### config.mk
export PLATFORM = sky130hd
export DESIGN_NAME = operand_stack
export DESIGN_NICKNAME = d
export VERILOG_FILES = /design/src/rtl/operand_stack.sv
export SDC_FILE = /design/constraint.sdc
export NUM_CORES = 1
export LEC_CHECK = 0
export CORE_MARGIN = 1.5
export CORE_UTILIZATION = 57
export CTS_CLUSTER_DIAMETER = 120
export CTS_CLUSTER_SIZE = 12
export DETAILED_ROUTE_END_ITERATION = 7
export GPL_ROUTABILITY_DRIVEN = 0
export HOLD_SLACK_MARGIN = 0.05
export PLACE_DENSITY = 0.76
export SETUP_SLACK_MARGIN = 0.3
export SLEW_MARGIN = 10
export SYNTH_ARGS = -nofsm -noshare
export SYNTH_HDL_FRONTEND = slang
export SYNTH_SLANG_ARGS = --single-unit
### constraint.sdc
create_clock -name clk -period 3.6 [get_ports clk]
set_clock_uncertainty 0.05 [all_clocks]
set_input_delay 0.72 -clock clk [delete_from_list [all_inputs] [get_ports clk]]
set_output_delay 0.72 -clock clk [all_outputs]
set_load 0.1 [all_outputs]
### src/rtl/operand_stack.sv
// Operand stack feeding the ALU: exposes the top two entries, accepts ALU writeback,
// and keeps sticky overflow/underflow flags. Outputs depend only on registered state.
module operand_stack #(
   parameter int DEPTH = 8,
   parameter int WIDTH = 8,
   parameter int CW    = $clog2(DEPTH + 1)
) (
   input  logic             clk,
   input  logic             rst_n,
   input  logic [2:0]       cmd,
   input  logic [WIDTH-1:0] push_data,
   input  logic [WIDTH-1:0] wb0,
   input  logic [WIDTH-1:0] wb1,
   input  logic             err_clr,
   output logic [WIDTH-1:0] stack0,
   output logic [WIDTH-1:0] stack1,
   output logic [CW-1:0]    depth,
   output logic             empty,
   output logic             full,
   output logic             err_ovf,
   output logic             err_unf
);

   localparam int AW = (DEPTH > 1) ? $clog2(DEPTH) : 1;

   typedef enum logic [2:0] {
      CMD_NOP      = 3'b000,
      CMD_PUSH     = 3'b001,
      CMD_POP      = 3'b010,
      CMD_REDUCE   = 3'b011,
      CMD_REPLACE2 = 3'b100,
      CMD_REPLACE1 = 3'b101,
      CMD_DUP      = 3'b110,
      CMD_SWAP     = 3'b111
   } cmd_e;

   logic [WIDTH-1:0] mem_q [DEPTH];
   logic [WIDTH-1:0] mem_d [DEPTH];
   logic [CW-1:0]    sp_q, sp_d;
   logic             err_ovf_q, err_ovf_d;
   logic             err_unf_q, err_unf_d;
   logic             ovf_set, unf_set;
   logic             has1, has2, is_full;
   logic [AW-1:0]    idx0, idx1, idx_new;

   assign has1    = (sp_q != '0);
   assign has2    = (sp_q >= CW'(2));
   assign is_full = (sp_q == CW'(DEPTH));

   // Slot indices are only used when the guarding depth checks pass, so truncation is safe.
   assign idx0    = AW'(sp_q - CW'(1));
   assign idx1    = AW'(sp_q - CW'(2));
   assign idx_new = AW'(sp_q);

   always_comb begin
      mem_d   = mem_q;
      sp_d    = sp_q;
      ovf_set = 1'b0;
      unf_set = 1'b0;
      case (cmd_e'(cmd))
         CMD_NOP: ;
         CMD_PUSH: begin
            if (is_full) begin
               ovf_set = 1'b1;
            end else begin
               mem_d[idx_new] = push_data;
               sp_d           = sp_q + CW'(1);
            end
         end
         CMD_POP: begin
            if (!has1) unf_set = 1'b1;
            else       sp_d    = sp_q - CW'(1);
         end
         CMD_REDUCE: begin
            if (!has2) begin
               unf_set = 1'b1;
            end else begin
               mem_d[idx1] = wb0;
               sp_d        = sp_q - CW'(1);
            end
         end
         CMD_REPLACE2: begin
            if (!has2) begin
               unf_set = 1'b1;
            end else begin
               mem_d[idx0] = wb0;
               mem_d[idx1] = wb1;
            end
         end
         CMD_REPLACE1: begin
            if (!has1) unf_set     = 1'b1;
            else       mem_d[idx0] = wb0;
         end
         CMD_DUP: begin
            if (!has1) begin
               unf_set = 1'b1;
            end else if (is_full) begin
               ovf_set = 1'b1;
            end else begin
               mem_d[idx_new] = mem_q[idx0];
               sp_d           = sp_q + CW'(1);
            end
         end
         CMD_SWAP: begin
            if (!has2) begin
               unf_set = 1'b1;
            end else begin
               mem_d[idx0] = mem_q[idx1];
               mem_d[idx1] = mem_q[idx0];
            end
         end
         default: ;
      endcase
      // A fresh error wins over a simultaneous clear of its own flag.
      err_ovf_d = (err_ovf_q & ~err_clr) | ovf_set;
      err_unf_d = (err_unf_q & ~err_clr) | unf_set;
   end

   always_ff @(posedge clk) begin
      if (!rst_n) begin
         sp_q      <= '0;
         err_ovf_q <= 1'b0;
         err_unf_q <= 1'b0;
      end else begin
         sp_q      <= sp_d;
         err_ovf_q <= err_ovf_d;
         err_unf_q <= err_unf_d;
      end
   end

   always_ff @(posedge clk) begin
      if (rst_n) mem_q <= mem_d;
   end

   assign stack0  = has1 ? mem_q[idx0] : '0;
   assign stack1  = has2 ? mem_q[idx1] : '0;
   assign depth   = sp_q;
   assign empty   = !has1;
   assign full    = is_full;
   assign err_ovf = err_ovf_q;
   assign err_unf = err_unf_q;

endmodule

**After elaboration in Yosys (flattened, before gate mapping)**

Cells that the tools add are included.

- Equal/unequal tests: 16
- Bitwise gates (word level): 8
- Add/sub/neg operators: 3
- $lt $le $gt $ge: 7
- Reductions and logical operators: 11
- Mux-type cells: 40

Operator list:

| kind | number |
|---|---|
| $bwmux 64 | 7 |
| $mux 64 | 7 |
| $pmux 64 s6 | 1 |
| $demux 8 s3 | 3 |
| $mux 8 | 9 |
| $bmux 8 s3 | 2 |
| $mux 4 | 4 |
| $ne 2x2->1 const B | 8 |
| $pmux 4 s4 | 1 |
| $eq 3x3->1 const B | 4 |
| $ge 4x4->1 const B | 3 |
| $lt 4x1->1 const B | 3 |
| $not 3->4 | 3 |
| $reduce_and 9->1 | 1 |
| $reduce_bool 4->1 | 2 |
| $eq 3x2->1 const B | 2 |
| $reduce_bool 6->1 | 1 |
| $reduce_or 3->1 | 2 |
| $add 4x1->4 const B | 1 |
| $eq 4x4->1 const B | 1 |
| $ge 4x2->1 const B | 1 |
| $mux 1 | 4 |
| $pmux 1 s2 | 2 |
| $reduce_and 4->1 | 1 |
| other kinds (8) | 12 |

- Logic and storage cells: 96
- Flip-flop bits (word level): 70
- Output and inout bits: 24
- Input bits: 30

**Longest topological paths before layout**

- Depth after elaboration: 10
- Mapped depth: 13
- Mapped depth without buffers: 7

**Worst setup path before layout**

Ideal clock, no wire load.

- Path kind: register to output
- Start point: register sp_q[1] (netlist: depth[1])
- End point: output port stack0[0]
- Slack: -1.708 ns
- Buffers on the path: 2
- Cell stages (with the launch flop): 8
- Arrival time: 4.538 ns
- Data required time: 2.830 ns
- Cells stage by stage: dfxtp_1 -> buf_2 -> buf_4 -> inv_1 -> ha_1 -> or3b_2 -> clkinv_1 -> nor2_1

- Word-level cells in the longest chain between the ends: 6
- Elaborated cells on any way between the ends: 7
- Classes of those cells: add/sub: 1; mux: 4; bitwise: 1; reduce/logical: 1

RTL lines:

| item | RTL line | source |
|---|---|---|
| start, declared | 39 | `logic [CW-1:0] sp_q, sp_d;` |
| start signal, assigned | 125 | `sp_q <= sp_d;` |
| $sub 4x1->4 | - |  |
| $not 3->4 (not written as such) | 135 | `assign stack0 = has1 ? mem_q[idx0] : '0;` |
| $bmux 8 s3 | 135 |  |
| $mux 8 (not written as such) (2 in a row) | 135 |  |
| $mux 8 (*) | 135 |  |
| end, declared | 15 | `output logic [WIDTH-1:0] stack0,` |

Mark *: on every way between the ends. The rest lies on a longest branch, timed or not. The select of a mux whose other input is x is not followed.

**Worst setup path in the final report**

- Start point: register sp_q[1] (netlist: depth[1])
- End point: output port stack0[2]

The elaborated chain is that of the path after synthesis.

==> reports/metrics.cfg <==
[final_layout]
area_growth_pct = 25.8
drive_above_1_share = 0.218
finalNetCount = 1101
antennaDiodeCount = 0
final_cells = 1248
fin_util = 0.731

[drt]
via_count = 10100
firstDrtPassIters = 8
drt-total-wl_mm = 35.2
drt-vias-per-instance = 8.08
wl_met2_mm = 14.3
post-route-drc-count = 19
dr.first_iter.drc_count = 2743
met1_length_mm = 11.9
wl_per_cell_um = 28.2
drtAntennaViolNets = 0
top_layer = met4
wl_met3_mm = 6.25

[die]
dieArea_um2 = 14800
fp.dieH_um = 122
rows = 43
ios = 54
core_area_um2 = 13800
die_x_um = 122
start_util = 0.581

[pwr]
cellInternalPower_uw = 3500
seqPwrFrac = 0.157
power.density_nw_per_um2 = 732
ir_drop_v = 0.000393
p_leak_uw = 0.00339
comb_power_share = 0.721
switching_share = 0.526
power.switching_uw = 3880
power_frac_clock = 0.122

[placement]
dpl.cell_count = 1196
portBuffers = 53
place_hpwl_mm = 23.9

[logic_synthesis]
ys_types = 78
syn_area_um2 = 8000
synth_seq_cells = 70
yosysWarnings = 0
synth_edf_count = 64
synth_cells = 979
synth.net_count = 1017
ys.flop_type = edfxtp_1
async_reset_ff_frac = 0
synth_area_leaders = edfxtp_1 24%, mux4_2 5.9%, o221ai_1 5.7%
synth_top_cell_by_area = edfxtp_1
ys_seq_area_frac = 0.255
synth_common_cells = 84 x o21ai_0, 79 x a21oi_1, 76 x nand3_1
yosysMostFrequentCell = o21ai_0
syn_area_per_cell_um2 = 8.18
synth_top_cell_area_share = 0.240

[timing]
finalSetupTns_ns = 0
hold_viol_final = 0
setup_viol = 0
fmax_ghz = 0.300
grt_setup_unrepaired = yes
relSlewSlack = 0.356
fin_crit_ns = 3.33
drv_slew = 0
worstMarginPinSlew_ns = 0.963
timing.final.crit_share = 0.926

[clocking]
clock_sinks = 70
clockRootBuffer = clkbuf_16
insertion_delay_ns = 0.35
path_clk_slew_ns = 0.06
htreeDepth = 3
cts_buffers = 9
cts_buffer_depth = 2
cts_tree = built
hold_buffers = 0

[global_route]
gr-total-overflow = 0
grt_max_degree = 65
grt_usage = 0.469
first_global_vias = 9320
grt_pass1_wl_mm = 52.4
grt_antenna_before_repair = 0

[status]
outcome = finished with violations
failed_checks = design-rule violations

[flow_run]
maxCapViolCount = 0

[critical_path]
max_stage_delay_ns = 0.37
endpoint_kind = primary output
crit_required_ns = 2.83
cp_slowest_cell = o211ai_1
timing.critical_path.cells = clkinvlp_4 > ha_4 > xnor2_4 > buf_6 > clkbuf_16 > o211ai_1 > nand4_4 > nor2_4 > buf_12
reg2reg_slack_ns = 0.54
path_class = reg -> out
critPathMaxFanout = 5
cp.arrival_ns = 2.56
ff2ff_path_depth = 7
startpoint_type = flop
r2r-start = depth[0]

[hold_path]
min_from = err_ovf
hold_class = reg -> reg
worstHoldPathCells = 2
whs_endpoint = err_ovf

[timing repair]
item / 4_1_cts / 5_1_grt
endpoints found under the setup margin: 14 / 24
pin swaps: 4 / 7
gates cloned: 1 / 2
gates resized for setup: 10 / 9
setup buffers: 15 / 18
[how the worst max path moves through the flow]
stage,from,cells past startpoint,to
4_1_cts,depth[1],7,stack1[0]
5_1_grt,depth[1],9,stack0[2]
3_3_place_gp,cmd[2],6,flop
2_1_floorplan,depth[1],9,stack0[0]
3_5_place_dp,cmd[2],6,flop
6_report,depth[1],9,stack0[2]
[per-layer routing]
layer	vias up	track usage
li1	4080	-
met2	1165	0.670
met3	322	0.161
met1	4518	0.619
met4	0	0.265
met5	-	0
[cells by family (layout without fill, tap and decap cells)]
| kind of cell | count (synthesis) | after routing | share of synthesized area |
|---|---|---|---|
| compound gates | 409 | 409 | 0.348 |
| simple gates | 316 | 316 | 0.201 |
| buf+inv | 111 | 200 | 0.0638 |
| flops | 70 | 70 | 0.255 |
| mux | 57 | 57 | 0.110 |
| fa+ha+maj | 9 | 9 | 0.0138 |
| xor+xnor | 7 | 7 | 0.00860 |
[placed cells by master, fill, tap and decap left out, types with 9 or more instances in the layout]
master             n
nand3_1           76
o2bb2ai_1         11
o221ai_1          52
a21boi_0          31
mux4_2            21
o21ai_0           83
clkdlybuf4s50_1   31
nand2_1           70
inv_1             13
mux2i_1           17
nor3b_1           10
clkbuf_16         10
nor3_1            16
a211oi_1          32
o211ai_1          12
a21oi_1           74
edfxtp_1          64
nor2_1            51
nor2_4             9
buf_4            111
nand2b_1          14
a22oi_1           14
o22ai_1           19
buf_12            21
[critical path: cells and delay by family (launching register included)]
| kind | cells | cell delay [ns] |
|---|---|---|
| XOR/XNOR | 1 | 0.18 |
| AND/OR/NAND/NOR | 2 | 0.38 |
| adder cells (fa/ha/maj) | 1 | 0.26 |
| flip-flops | 1 | 0.35 |
| buffers and inverters | 4 | 0.66 |
| AO/OA/AOI/OAI | 1 | 0.37 |
[through the flow]
step	hold WS (ns)	worst slack, ns	total power [uW]	instance area [um^2]
floorplan	0.501	0.00741	4280	8280
global route	0.502	0.225	7500	10100
global placement	0.443	0.169	5700	9380
detailed placement	0.453	0.107	5730	9380
finish	0.473	0.265	7370	10100
CTS	0.468	0.307	6860	9860
[final cells by class]
| cell class | instances | area, um^2 |
|---|---|---|
| Tap cell | 180 | 225 |
| Timing Repair Buffer | 169 | 1670 |
| Sequential cell | 70 | 2050 |
| Fill cell | 1050 | 3700 |
| Clock inverter | 4 | 47.5 |
| Multi-Input combinational cell | 798 | 5770 |
| Clock buffer | 12 | 236 |
| Inverter | 15 | 65.1 |
[power by group through the flow]
stage,Sequential [uW],Clock (uW),Combinational (uW)
floorplan,1200,0,3080
global placement,1170,0,4540
detailed placement,1170,0,4560
CTS,1150,896,4820
global route,1160,923,5410
finish,1160,902,5310
Note: power is estimated with default switching activity, not from simulation.
